[config.mk]
export PLATFORM = sky130hd
export DESIGN_NAME = writeback_stage
export DESIGN_NICKNAME = d
export VERILOG_FILES = /design/src/rtl/writeback_stage.sv
export SDC_FILE = /design/constraint.sdc
export NUM_CORES = 1
export LEC_CHECK = 0
export CORE_MARGIN = 5
export CORE_UTILIZATION = 30
export CTS_CLUSTER_DIAMETER = 120
export DETAILED_ROUTE_END_ITERATION = 6
export SLEW_MARGIN = 15
export SYNTH_ARGS = -nofsm -noshare
export SYNTH_HDL_FRONTEND = slang
export SYNTH_SLANG_ARGS = --single-unit
[constraint.sdc]
create_clock -name clk -period 1.9 [get_ports clk]
set_input_delay 0.285 -clock clk [delete_from_list [all_inputs] [get_ports clk]]
set_output_delay 0.285 -clock clk [all_outputs]
set_load 0.02 [all_outputs]
[src/rtl/writeback_stage.sv]
// Writeback stage: retires instructions from the memory stage, aligns load data big-endian and
// drives the register file write port. Optional retire_count output under WB_RETIRE_COUNT_EN.
module writeback_stage (
  input  logic        clk,
  input  logic        nRST,
  input  logic        mw_valid,
  output logic        mw_ready,
  input  logic        mw_regwen,
  input  logic [4:0]  mw_wsel,
  input  logic [31:0] mw_result,
  input  logic        mw_memtoreg,
  input  logic [2:0]  mw_ldtype,
  input  logic        mw_halt,
  input  logic        dmem_valid,
  input  logic [31:0] dmem_rdata,
  output logic        rf_wen,
  output logic [4:0]  rf_wsel,
  output logic [31:0] rf_wdat,
  output logic        fwd_valid,
  output logic [4:0]  fwd_sel,
  output logic [31:0] fwd_dat,
  output logic        misalign_err,
  output logic        halt
`ifdef WB_RETIRE_COUNT_EN
  ,
  output logic [31:0] retire_count
`endif
);

  typedef logic [31:0] word_t;

  typedef enum logic [1:0] {StIdle, StLoadWait, StWrite, StHalted} state_e;

  localparam logic [2:0] LdLw  = 3'd0;
  localparam logic [2:0] LdLh  = 3'd1;
  localparam logic [2:0] LdLhu = 3'd2;
  localparam logic [2:0] LdLb  = 3'd3;
  localparam logic [2:0] LdLbu = 3'd4;

  state_e      state_q, state_d;
  logic [4:0]  wsel_q, wsel_d;
  logic        regwen_q, regwen_d;
  logic [2:0]  ldtype_q, ldtype_d;
  logic [1:0]  addr_q, addr_d;
  word_t       wdat_q, wdat_d;
  logic        misalign_q, misalign_d;
  logic        halt_q, halt_d;

  logic        accept;
  logic        in_write;
  logic        ld_misaligned;
  logic [7:0]  ld_byte;
  logic [15:0] ld_half;
  word_t       load_data;

  assign in_write = (state_q == StWrite);
  assign mw_ready = (state_q == StIdle) || in_write;
  assign accept   = mw_valid && mw_ready;

  always_comb begin
    ld_misaligned = 1'b0;
    case (mw_ldtype)
      LdLb, LdLbu: ld_misaligned = 1'b0;
      LdLh, LdLhu: ld_misaligned = mw_result[0];
      default:     ld_misaligned = |mw_result[1:0];
    endcase
  end

  // Big-endian lanes: byte 0 and half 0 live in the most significant bits.
  always_comb begin
    ld_byte = dmem_rdata[31:24];
    case (addr_q)
      2'd0:    ld_byte = dmem_rdata[31:24];
      2'd1:    ld_byte = dmem_rdata[23:16];
      2'd2:    ld_byte = dmem_rdata[15:8];
      default: ld_byte = dmem_rdata[7:0];
    endcase
    ld_half = addr_q[1] ? dmem_rdata[15:0] : dmem_rdata[31:16];
    load_data = dmem_rdata;
    case (ldtype_q)
      LdLh:    load_data = {{16{ld_half[15]}}, ld_half};
      LdLhu:   load_data = {16'h0000, ld_half};
      LdLb:    load_data = {{24{ld_byte[7]}}, ld_byte};
      LdLbu:   load_data = {24'h000000, ld_byte};
      default: load_data = dmem_rdata;
    endcase
  end

  always_comb begin
    state_d    = state_q;
    wsel_d     = wsel_q;
    regwen_d   = regwen_q;
    ldtype_d   = ldtype_q;
    addr_d     = addr_q;
    wdat_d     = wdat_q;
    misalign_d = misalign_q;
    halt_d     = halt_q;
    unique case (state_q)
      StIdle, StWrite: begin
        state_d = StIdle;
        if (accept) begin
          if (mw_halt) begin
            state_d = StHalted;
            halt_d  = 1'b1;
          end else begin
            wsel_d     = mw_wsel;
            regwen_d   = mw_regwen;
            misalign_d = 1'b0;
            if (!mw_memtoreg) begin
              wdat_d  = mw_result;
              state_d = StWrite;
            end else begin
              ldtype_d = mw_ldtype;
              addr_d   = mw_result[1:0];
              // A misaligned load needs no data; retire it straight away with the write killed.
              if (ld_misaligned) begin
                misalign_d = 1'b1;
                state_d    = StWrite;
              end else begin
                state_d = StLoadWait;
              end
            end
          end
        end
      end
      StLoadWait: begin
        if (dmem_valid) begin
          wdat_d  = load_data;
          state_d = StWrite;
        end
      end
      StHalted: state_d = StHalted;
      default:  state_d = StIdle;
    endcase
  end

  always_ff @(posedge clk or negedge nRST) begin
    if (!nRST) begin
      state_q    <= StIdle;
      wsel_q     <= '0;
      regwen_q   <= 1'b0;
      ldtype_q   <= '0;
      addr_q     <= '0;
      wdat_q     <= '0;
      misalign_q <= 1'b0;
      halt_q     <= 1'b0;
    end else begin
      state_q    <= state_d;
      wsel_q     <= wsel_d;
      regwen_q   <= regwen_d;
      ldtype_q   <= ldtype_d;
      addr_q     <= addr_d;
      wdat_q     <= wdat_d;
      misalign_q <= misalign_d;
      halt_q     <= halt_d;
    end
  end

  assign rf_wen       = in_write && regwen_q && (wsel_q != 5'd0) && !misalign_q;
  assign rf_wsel      = in_write ? wsel_q : 5'd0;
  assign rf_wdat      = in_write ? wdat_q : '0;
  assign fwd_valid    = rf_wen;
  assign fwd_sel      = rf_wsel;
  assign fwd_dat      = rf_wdat;
  assign misalign_err = in_write && misalign_q;
  assign halt         = halt_q;

`ifdef WB_RETIRE_COUNT_EN
  word_t count_q;

  always_ff @(posedge clk or negedge nRST) begin
    if (!nRST) begin
      count_q <= '0;
    end else if (in_write) begin
      count_q <= count_q + 32'd1;
    end
  end

  assign retire_count = count_q;
`endif

endmodule

-- Word-level counts from Yosys, hierarchy flattened
Index checks and enable logic that the tools add are counted.
- logic and storage cells: 64
- memories kept: 0
- bits in latches: 0
- bits of input ports: 79
- bits in read-only memories: 0
- bits in registers: 47
- bits in writable memories: 0
- output and inout bits: 79
- bitwise logic cells: 1
- $mul: 0
- mux-type cells: 19
- add/subtract/negate cells: 0
- equal/unequal tests: 17
- reductions and logical operators: 19
- shift-type cells: 0
- $lt $le $gt $ge: 0
- divide/modulo/power cells: 0
- operator list (operator ; count):
    32-bit two-way mux ; 5
    32-bit one-hot mux with 4 select lines ; 1
    32-bit one-hot mux with 2 select lines ; 1
    8-bit one-hot mux with 3 select lines ; 1
    16-bit two-way mux ; 1
    3-bit by 2-bit == test with 1-bit output, second input constant ; 4
    2-bit two-way mux ; 5
    2-bit != test, second input constant ; 4
    2-bit OR reduction ; 4
    2-bit == test, second input constant ; 3
    3-bit by 1-bit == test with 1-bit output, second input constant ; 2
    3-bit == test, second input constant ; 2
    2-bit one-hot mux with 3 select lines ; 1
    3-bit AND reduction ; 2
    1-bit logical AND ; 5
    5-bit two-way mux ; 1
    5-bit AND reduction ; 1
    5-bit nonzero test ; 1
    2-bit by 1-bit == test with 1-bit output, second input constant ; 2
    2-bit logical NOT ; 2
    4-bit AND reduction ; 1
    1-bit two-way mux ; 2
    1-bit one-hot mux with 2 select lines ; 1
    2-bit nonzero test ; 1
    other kinds (3) ; 3

-- Longest topological paths before layout
Gate-level depths: netlist of the first run.
- depth in word-level cells: 8
- mapped depth: 8
- depth with buffers taken out: 5

-- Worst setup path before layout of the first run
Ideal clock, no wire load.
- path type: reg-to-output
- from: register state_q[0]
- to: output port rf_wdat[21]
- required time: 1.615 ns
- arrival: 1.531 ns
- cell stages (with the launch flop): 7
- setup slack: 0.084 ns
- buffers on the path: 4
- cell sequence: dfrtp_1 > buf_6 > nor2b_1 > clkbuf_1 > clkbuf_1 > and2_1 > buf_4
- longest elaborated chain between the ends: 2
- ends and longest elaborated chain (item ; line ; RTL):
    from (decl) ; 40 ; state_e state_q, state_d;
    from (signal assigned) ; 139 ; state_q <= StIdle;
    from (signal assigned) ; 148 ; state_q <= state_d;
    2-bit == test ; 56 ; assign in_write = (state_q == StWrite);
    32-bit two-way mux ; 161 ; assign rf_wdat = in_write ? wdat_q : '0;
    to (decl) ; 18 ; output logic [31:0] rf_wdat,
Every way passes these cells.

-- Final worst setup path of the first run
- from: register wsel_q[4]
- to: output port fwd_valid
- longest elaborated chain between the ends: 3
- ends and longest elaborated chain (item ; line ; RTL):
    from (decl) ; 41 ; logic [4:0] wsel_q, wsel_d;
    from (signal assigned) ; 149 ; wsel_q <= wsel_d;
    5-bit nonzero test ; 159 ; assign rf_wen = in_write && regwen_q && (wsel_q != 5'd0) && !misalign_q;
    1-bit logical AND (2 in a row) ; 159 ;
    to (decl) ; 19 ; output logic fwd_valid,
Every way passes these cells.

==> flow_summary.yaml, run 1 <==
final_layout:
  multiInputGateArea_sq_um: 1940
  finalInstanceArea_sq_um: 5430
  final_net_count: 636
  antennaDiodeCount: 0
  post_layout_nonfiller_instances: 700
  area.sequential_sq_um: 1180
  post_route_cells_drive_above_1_share_pct: 23.9
  layout.filler_cells: 1135
  syn_to_final_growth_pct: 52.9
cts:
  cts_hold_buf: 0
  tritoncts: "done"
  clock_latency_ns: 0.29
  cts_max_level: 2
  cts_inserted_buffers: 5
  cts.root.buffer_cell: "clkbuf_16"
  cts-root-to-sink-buffers: 2
  tritoncts_num_sinks: 47
  clkTransAtPathRegs_ns: 0.06
floorplanning:
  die_w_microns: 119
  placeableCoreArea_sq_um: 11500
  io_pins: 158
  fp.dieArea_sq_um: 14100
  floorplan.die.height_microns: 119
  initial_core_utilization_pct: 30.9
  std_cell_rows: 39
placed_design:
  numPortBuffers: 157
  place.gp.congestion: 0.884
  place_area_sq_um: 5260
  place.detailed.instances: 689
  dpl.hpwl_mm: 10.1
setup_path:
  path_cells: "or4_4, o2111a_1, buf_4, buf_6"
  count_of_buffering_cells_on_the_critical_path_with_inverters_included: 2
  ff2ff_setup_slack_ns: 0.08
  startpoint: "wsel_q[4]"
  timing.critical_path.required_ns: 1.62
  endpoint_type_of_the_worst_setup_path: "output port"
  worst_r2r_endpoint: "wdat_q[3]"
  slowest_delay_ns: 0.53
  critical_path_peak_fanout: 2
  crit_path_top_delay_cell: "or4_4"
  critPathLaunchType: "flop"
  crit_path_end: "fwd_valid"
  rr_startpoint: "state_q[0]"
  critPathTopFamily: "simple AND/OR/NAND/NOR gates"
  arrival_ns: 1.71
  setup.worst_path.class: "reg -> out"
  r2r_cells: 8
  crit_cells: 4
hold_path:
  min-delay-path-class: "in -> async"
grt:
  overflow: 0
  grt_antenna_before_repair: 0
  grt_util_all_layers_pct: 17.2
  grt_max_degree: 33
  grt_pass1_vias: 3574
  wire_length_of_the_first_global_routing_pass_mm: 19.8
run:
  cap_violations: 0
synth:
  synth_sequential_area_ratio_pct: 33.1
  post_synth_instance_area_sq_um: 3550
  postSynthRegisterBits: 47
  synth_fa_ha_area_share_pct: 0.282
  post_synth_xor_area_fraction_pct: 0.951
  synth_most_common_cell: "dfrtp_1"
  synth_top_area_share_pct: 33.1
  synth_top_family_by_area: "simple AND/OR/NAND/NOR gates"
  netlist.top_cell.by_area: "dfrtp_1"
  synth-edff-count: 0
  ys_dominant_reg_cell: "dfrtp_1"
  synthesized_area_fraction_occupied_by_and_or_nand_nor_cells_pct: 22.7
  synth_nets: 487
  yosys-mux-area-fraction_pct: 7.64
  netlist_top_cells_count: "dfrtp_1, nand2_1, and2_1, buf_4, nor2_1"
  post_synth.cell_area_avg_sq_um: 8.71
  async_flop_share_pct: 100
  synth_area_leaders: "dfrtp_1, buf_4, and2_1"
  yosysWarnings: 0
  postSynthCellCount: 408
  synth_cell_types: 54
  synth-compound-area-share_pct: 22.0
routing:
  route.vias.total: 3518
  wl_mm: 12.4
  dr_pass1_iterations: 5
  postRouteAntennaNets: 0
  routed_wire_length_per_instance_microns: 17.7
  detail_route.vias_per_cell: 5.03
  drt-initial-drc-count: 228
  detail_route.drc_violations: 0
run_status:
  violated_checks: "setup timing"
  outcome: "finished with violations"
pwr:
  pwr-share-comb_pct: 68.6
  switching_power_total_w: 0.00400
  p_leak_nw: 2.37
  power.ir.vdd_worst_v: 0.000546
  cellInternalPower_w: 0.00469
  power_density_nw_per_um2: 1600
  clock_power_share_pct: 10.1
  power_frac_seq_pct: 21.2
  fraction_of_power_spent_switching_nets_pct: 46.0
  power.total_w: 0.00868
sta:
  period_share_pct: 105
  setup_ws_ns: -0.0960
  fin_skew_ns: 0.00567
  accumulated_negative_setup_slack_ns: -0.101
  timing_hold_violations_final: 0
  finalSetupViolCount: 2
  unrepaired_setup_endpoints_after_global_routing: "true"
  timing.final.max_slew_violations: 0
  timing.slew.headroom_pct: 58.6
  post-route-min-period_ns: 2.00
  max_slew.worst_pin.slew_ns: 0.621
  max_freq_mhz: 501
registers in the layout, indices dropped and copies added (netlist names):
register and flops:
state_q 2, halt 1, regwen_q 1, addr_q 2, ldtype_q 3, misalign_q 1, wdat_q 32, wsel_q 5
power groups by stage:
stage          combinational, W  sequential, W  clock (W)
3_5_place_dp            0.00621        0.00185          0
2_1_floorplan           0.00412        0.00168          0
3_3_place_gp            0.00614        0.00184          0
4_1_cts                 0.00592        0.00183   0.000902
5_1_grt                 0.00645        0.00192   0.000937
6_report                0.00596        0.00184   0.000880
cells by family after synthesis:
logic type | Yosys count
AOI/OAI and AO/OA | 105
xor gates and xnor gates | 3
adders and majority gates | 1
buffers and inverters | 71
DFF | 47
muxes | 24
and+or+nand+nor | 157
area by class of cell:
class | instances | area share [%]
Inverter | 4 | 0.276
Multi-Input combinational cell | 290 | 35.7
Tap cell | 143 | 3.29
Timing Repair Buffer | 209 | 36.5
Clock inverter | 1 | 0.0921
Sequential cell | 47 | 21.6
Clock buffer | 6 | 2.56
worst reg2reg max path, cell delays in order, from the launching register on:
cell and delay, ns:
dfrtp_1 0.41, buf_4 0.18, nor4b_1 0.27, buf_4 0.19, o22ai_1 0.08, buf_4 0.17, o22ai_1 0.20, a31oi_1 0.07
o21ai_0 0.16
metrics by stage:
| step | utilization [%] | worst slack [ns] | hold WS [ns] |
|---|---|---|---|
| after detailed placement | 45.7 | -0.179 | 0.333 |
| after global routing | 47.2 | -0.131 | 0.0596 |
| after global placement | 45.7 | -0.167 | 0.321 |
| after CTS | 46.9 | -0.123 | 0.0277 |
| final | 47.2 | -0.0960 | 0.00515 |
| after floorplan | - | 0.0839 | -0.0106 |
what timing repair did:
action | CTS | global route
pin swaps | 2 | 1
endpoints found under the setup margin | 77 | 71
setup buffers | 3 | 1
gates cloned | 0 | 0
gates resized for setup | 148 | 20
routing by layer:
| layer | part of all wire (%) | up-vias | track usage, % |
|---|---|---|---|
| li1 | - | 1705 | - |
| met1 | 45 | 1683 | 23.2 |
| met2 | 49 | 114 | 28.8 |
| met3 | 4.6 | 16 | 2.32 |
| met4 | 1.8 | 0 | 5.07 |
| met5 | 0 | - | 0 |
cells in the final DEF, fill, tap and decap left out, types with 2 or more instances in the layout:
cell type        instances
a2bb2oi_1                9
clkdlybuf4s50_1         78
a31oi_1                 12
o22ai_1                  9
nand3_1                  4
and3b_1                  2
a311oi_2                 5
nor2_2                   3
nor3b_1                  2
dfrtp_1                 47
o221ai_1                 4
inv_1                    4
nand2_1                 42
nor2b_1                  2
o21bai_1                 3
and2_1                  38
clkbuf_2                 5
nand2b_4                 2
buf_6                    3
a211oi_1                11
nand2b_1                 5
clkdlybuf4s15_2         22
mux2i_1                  8
o21ai_0                 22
clkbuf_16                5
nor2_1                  32
buf_2                    2
dlygate4sd2_1           28
a211oi_2                 6
buf_12                   4
buf_4                   46
mux2_2                  15
a21o_1                   2
nor3_1                  16
a21oi_1                 12
clkdlybuf4s15_1         20
how the worst min path moves through the flow:
stage	slack [ns]	to	cells after the start
floorplan	-0.01	addr_q[0]	0
global placement	0.32	wdat_q[20]	1
detailed placement	0.33	wdat_q[20]	1
CTS	0.03	wdat_q[20]	1
global route	0.06	wdat_q[20]	1
finish	0.005	wdat_q[20]	1
(Power assumes the default switching activity.)
==> run 2: changes to the inputs <==
clock period = 2.1 ns   (was 1.9 ns; I/O delays follow)
==> run 2 against run 1 <==
- the run now ends clean
- sequential power decreased by 8%
- wire length increased by 0.61%
- clock power increased by 6.5%
- worst hold slack better by 0.040 ns
- count of clock-buffer cells in the layout stayed put
- non-clock buffer count down 18
- register-to-register slack gained 0.08 ns
- critical path type unchanged
- highest routed layer unchanged
==> flow_summary.yaml, run 2 (same netlist as run 1, synthesis figures left out) <==
setup_path:
  arrival_ns: 1.64
  slowest_delay_ns: 0.54
  r2r_cells: 5
  endpoint_type_of_the_worst_setup_path: "output port"
  critPathLaunchType: "flop"
  setup.worst_path.class: "reg -> out"
  crit_path_top_delay_cell: "or4_1"
  timing.critical_path.required_ns: 1.78
  critical_path_peak_fanout: 3
  path_cells: "or4_1, o2111a_1, clkbuf_2"
cts:
  tritoncts: "done"
  cts_setup_buffers: 0
  tritoncts_num_sinks: 47
  cts_inserted_buffers: 5
  clock_latency_ns: 0.29
  cts-root-to-sink-buffers: 2
  cts.root.buffer_cell: "clkbuf_16"
  clkTransAtPathRegs_ns: 0.07
  cts_max_level: 2
  cts_hold_buf: 0
routing:
  dr_pass1_iterations: 4
  postRouteAntennaNets: 0
  drt-initial-drc-count: 280
  routed_wire_length_per_instance_microns: 18.2
  route.vias.total: 3454
  wl_mm: 12.4
  detail_route.vias_per_cell: 5.06
  detail_route.drc_violations: 0
placed_design:
  numPortBuffers: 157
  dpl.hpwl_mm: 10.0
  placement.setup.worst_slack_ns: -0.0618
  place.gp.congestion: 0.822
  place.detailed.instances: 675
  place_area_sq_um: 5140
grt:
  grt_antenna_before_repair: 0
  wire_length_of_the_first_global_routing_pass_mm: 19.8
  grt_pass1_vias: 3564
  overflow: 0
  grt_max_degree: 32
  grt_util_all_layers_pct: 17.2
sta:
  timing_hold_violations_final: 0
  accumulated_negative_setup_slack_ns: 0
  unrepaired_setup_endpoints_after_global_routing: "false"
  fin_skew_ns: 0.00512
  timing.final.max_slew_violations: 0
  period_share_pct: 92.9
  max_slew.worst_pin.slew_ns: 0.708
  timing.slew.headroom_pct: 52.8
  max_freq_mhz: 512
  post-route-min-period_ns: 1.95
  finalSetupViolCount: 0
  setup_ws_ns: 0.149
final_layout:
  flip_flop_count_of_the_largest_register_all_copies_and_words_added: 32
  post_layout_nonfiller_instances: 683
  antennaDiodeCount: 0
  finalInstanceArea_sq_um: 5220
  largest-register: "wdat_q"
  layout.cells.most_common: "clkdlybuf4s50_1"
  mostFrequentLayoutCells: "clkdlybuf4s50_1, dlygate4sd2_1, dfrtp_1"
  syn_to_final_growth_pct: 46.9
  post_route_cells_drive_above_1_share_pct: 15.7
  final_net_count: 618
  largest_registers: "wdat_q: 32 flops, wsel_q: 5 flops, ldtype_q: 3 flops"
floorplanning:
  io_pins: 158
  die_w_microns: 119
  placeableCoreArea_sq_um: 11500
  std_cell_rows: 39
  floorplan.die.height_microns: 119
  fp.dieArea_sq_um: 14100
  initial_core_utilization_pct: 30.9
run_status:
  outcome: "finished clean"
pwr:
  power_density_nw_per_um2: 1460
  p_leak_nw: 2.42
  power.total_w: 0.00763
  power.ir.vdd_worst_v: 0.000491
run:
  cap_violations: 0
hold_path:
  min-delay-path-class: "in -> async"
==> run 2: cell count changes in the layout (fill, tap and decap cells not counted), sizes merged <==
cell,before,now
clkdlybuf4s50,78,79
dlymetal6s2s,1,0
buf,55,35
bufinv,0,1
clkdlybuf4s15,42,0
dlygate4sd2,28,75
clkbuf,11,8
==> run 2: path summary, 6_finish.rpt <==
check	end	from	slack [ns]
setup reg to reg	wdat_q[9]	ldtype_q[0]	0.16
hold / removal	wdat_q[20]	nRST	0.05
min in group clk	wdat_q[0]	wdat_q[0]	0.47
max in group asynchronous	wdat_q[11]	nRST	1.49
setup / recovery	rf_wen	wsel_q[2]	0.15
hold reg to reg	wdat_q[0]	wdat_q[0]	0.47
==> run 2: layout make-up <==
class	instances	area, sq um
multi-input combinational	290	1920
timing repair buffer	191	1760
clock buffer	6	139
tap	143	179
sequential	47	1180
inverter	4	15.0
fill	1149	6300
clock inverter	2	35.0
==> run 2: metal layers <==
layer	up-vias	track usage, %	share of wire [%]
li1	1673	-	-
met1	1667	22.8	44
met2	101	29.8	50
met3	13	2.51	4.4
met4	0	3.84	1.3
met5	-	0	0
==> run 2: what timing repair did <==
item                       CTS  global route
gates resized for setup     80             3
gates cloned                 0             0
setup endpoints to repair   77             4
==> run 2: report_power, final <==
part	switching (W)	leakage [nW]	internal, W
clock	0.000344	0.0868	0.000592
combinational	0.00289	1.78	0.00211
sequential	0.000336	0.546	0.00136
total	0.00357	2.42	0.00406
==> run 2: worst max-delay path, delay by kind of cell, from the launching register on <==
kind                   cells  cell delay, ns
and+or+nand+nor            1            0.54
DFF                        1            0.39
AOI/OAI and AO/OA          1            0.26
buffers and inverters      1            0.16
==> run 2: stage by stage <==
step                      hold WS [ns]  util (%)
after floorplan                 0.0194         -
after global placement           0.363      44.6
after detailed placement         0.367      44.6
after CTS                       0.0601      45.4
after global routing            0.0875      45.3
final                           0.0454      45.3
==> run 3: changes to the inputs <==
ABC_AREA = 1   (was default)
==> run 3 against run 2 <==
- non-clock buffer count fell by 21
- first-iteration DRC count fell by 16%
- sequential power fell by 4%
- wire length fell by 2.5%
- core utilization fell by 3.2 points
- synthesized area rose by 5.4%
- synthesized cell count rose by 49%
- maximum frequency fell by 2.6%
- global-route usage fell by 1.1 points
- critical path depth rose by 3
- via count rose by 13%
- final area fell by 2.2%
- highest routed layer unchanged
==> flow_summary.yaml, run 3 <==
setup_path:
  critPathLaunchType: "flop"
  worst_r2r_endpoint: "wdat_q[21]"
  timing.critical_path.required_ns: 1.78
  critical_path_peak_fanout: 27
  endpoint_type_of_the_worst_setup_path: "output port"
  r2r_cells: 9
  ff2ff_setup_slack_ns: 0.38
  arrival_ns: 1.69
  setup.worst_path.class: "reg -> out"
  rr_startpoint: "ldtype_q[1]"
final_layout:
  antennaDiodeCount: 0
  flip_flop_count_of_the_largest_register_all_copies_and_words_added: 32
  layout.cells.most_common: "nand2_1"
  syn_to_final_growth_pct: 36.3
  layout.filler_cells: 1365
  layout.core_utilization_pct: 42.1
  largest-register: "wdat_q"
  largest_registers: "wdat_q: 32 flops, wsel_q: 5 flops, ldtype_q: 3 flops"
  final_net_count: 800
  mostFrequentLayoutCells: "nand2_1, nor2_1, clkdlybuf4s50_1"
  post_layout_nonfiller_instances: 890
  post_route_cells_drive_above_1_share_pct: 13.3
floorplanning:
  die_w_microns: 122
  fp.dieArea_sq_um: 14800
  placeableCoreArea_sq_um: 12100
  floorplan.die.height_microns: 122
  std_cell_rows: 40
  initial_core_utilization_pct: 30.9
  io_pins: 158
grt:
  grt_max_degree: 49
  grt_antenna_before_repair: 0
  overflow: 0
  grt_pass1_vias: 3918
  grt_util_all_layers_pct: 16.1
  wire_length_of_the_first_global_routing_pass_mm: 19.2
synth:
  synth_cell_types: 33
  synth_top_area_share_pct: 31.4
  synth_nets: 688
  netlist_top_cells_count: "nand2_1, nor2_1, inv_1"
  async_flop_share_pct: 100
  post_synth_instance_area_sq_um: 3740
  synth_area_leaders: "dfrtp_1, nand2_1, nor2_1"
  post_synth.cell_area_avg_sq_um: 6.15
  synth_most_common_cell: "nand2_1"
  postSynthRegisterBits: 47
  synth_sequential_area_ratio_pct: 31.4
  postSynthCellCount: 609
  yosysWarnings: 0
  netlist.top_cell.by_area: "dfrtp_1"
  ys_dominant_reg_cell: "dfrtp_1"
  synth-edff-count: 0
pwr:
  switching_power_total_w: 0.00415
  p_leak_nw: 2.72
  power_density_nw_per_um2: 1510
  pwr-share-comb_pct: 68.5
  fraction_of_power_spent_switching_nets_pct: 53.7
  clock_power_share_pct: 10.6
  power.ir.vdd_worst_v: 0.000604
  power_frac_seq_pct: 21.0
  cellInternalPower_w: 0.00358
cts:
  cts_inserted_buffers: 5
  clkTransAtPathRegs_ns: 0.07
  cts_setup_buffers: 0
  tritoncts: "done"
  tritoncts_num_sinks: 47
  clock_latency_ns: 0.29
  cts-root-to-sink-buffers: 2
  cts.root.buffer_cell: "clkbuf_16"
  cts_hold_buf: 0
  cts_max_level: 2
routing:
  drt-initial-drc-count: 236
  detail_route.drc_violations: 0
  routed_wire_length_per_instance_microns: 13.6
  wl_mm: 12.1
  dr_pass1_iterations: 4
  detail_route.vias_per_cell: 4.39
  route.vias.total: 3907
  postRouteAntennaNets: 0
sta:
  timing_hold_violations_final: 0
  finalSetupViolCount: 0
  timing.final.max_slew_violations: 0
  fin_skew_ns: 0.00887
  timing.slew.headroom_pct: 78.8
  max_freq_mhz: 499
  max_slew.worst_pin.slew_ns: 0.317
  post-route-min-period_ns: 2.00
  unrepaired_setup_endpoints_after_global_routing: "true"
  hold-worst-slack_ns: 0.00338
  period_share_pct: 95.4
run:
  cap_violations: 0
placed_design:
  numPortBuffers: 157
  place.detailed.instances: 882
  dpl.hpwl_mm: 9.46
  place.gp.congestion: 0.810
run_status:
  outcome: "finished clean"
hold_path:
  min-delay-path-class: "in -> async"
-- run 3: power by group through the flow --
stage / Combinational (W) / Clock [W] / Sequential (W)
6_report: 0.00529 / 0.000816 / 0.00162
5_1_grt: 0.00591 / 0.000887 / 0.00168
4_1_cts: 0.00545 / 0.000846 / 0.00162
3_5_place_dp: 0.00585 / 0 / 0.00164
3_3_place_gp: 0.00578 / 0 / 0.00163
2_1_floorplan: 0.00424 / 0 / 0.00154
-- run 3: worst max-delay path, cell delays in order, from the launching register on --
cell	delay, ns
dfrtp_1	0.39
inv_1	0.07
nor2_1	0.13
inv_1	0.07
buf_4	0.22
nor2_1	0.15
dlygate4sd2_1	0.35
-- run 3: routing by layer --
layer / share of wire [%] / global-route usage (%) / vias up / routed length, microns
met5: 0 / 0 / - / 0
met4: 0.29 / 2.38 / 0 / 35
met3: 6.0 / 3.48 / 2 / 729
met2: 48 / 27.6 / 116 / 5810
met1: 46 / 21.3 / 1762 / 5550
li1: - / - / 2027 / -
-- run 3: layout make-up --
type                       count  area, sq um  share of cell area, %
multi-input combinational    424         1850                   36.2
timing repair buffer         170         1450                   28.3
sequential                    47         1180                   23.0
inverter                      73          275                   5.39
tap                          168          210                   4.12
clock buffer                   5          125                   2.45
clock inverter                 3         25.0                  0.490
-- run 3: timing repair --
| item | in CTS | in global routing |
|---|---|---|
| hold endpoints to repair | 0 | 0 |
| endpoints found under the setup margin | 75 | 55 |
| resized for setup | 75 | 90 |
-- run 3: how the worst max path moves through the flow --
stage	startpoint	to	slack, ns	cells after the start
after global placement	state_q[1]	rf_wdat[8]	0.07	6
after detailed placement	state_q[1]	fwd_dat[8]	0.05	6
after CTS	state_q[1]	fwd_dat[8]	0.03	6
after global routing	state_q[1]	fwd_dat[18]	-0.05	6
final	state_q[1]	fwd_dat[18]	0.1	6
after floorplan	state_q[1]	rf_wdat[21]	0.26	7
-- run 3: metrics by stage --
step	cell area, sq um	power, W	setup slack, ns	setup TNS [ns]
finish	5100	0.00773	0.0976	0
detailed placement	5190	0.00749	0.0519	0
global route	5100	0.00848	-0.0527	-0.401
CTS	5250	0.00792	0.0265	0
floorplan	3740	0.00578	0.257	0
global placement	5190	0.00741	0.0672	0
-- run 3: logic make-up (layout without fill, tap and decap cells) --
logic type	count (synthesis)	count (layout)	share of synthesized area, %
buffers and inverters	138	251	19.4
AND/OR/NAND/NOR	341	341	37.3
multiplexers	1	1	0.301
flip-flops	47	47	31.4
AO/OA/AOI/OAI	82	82	11.6
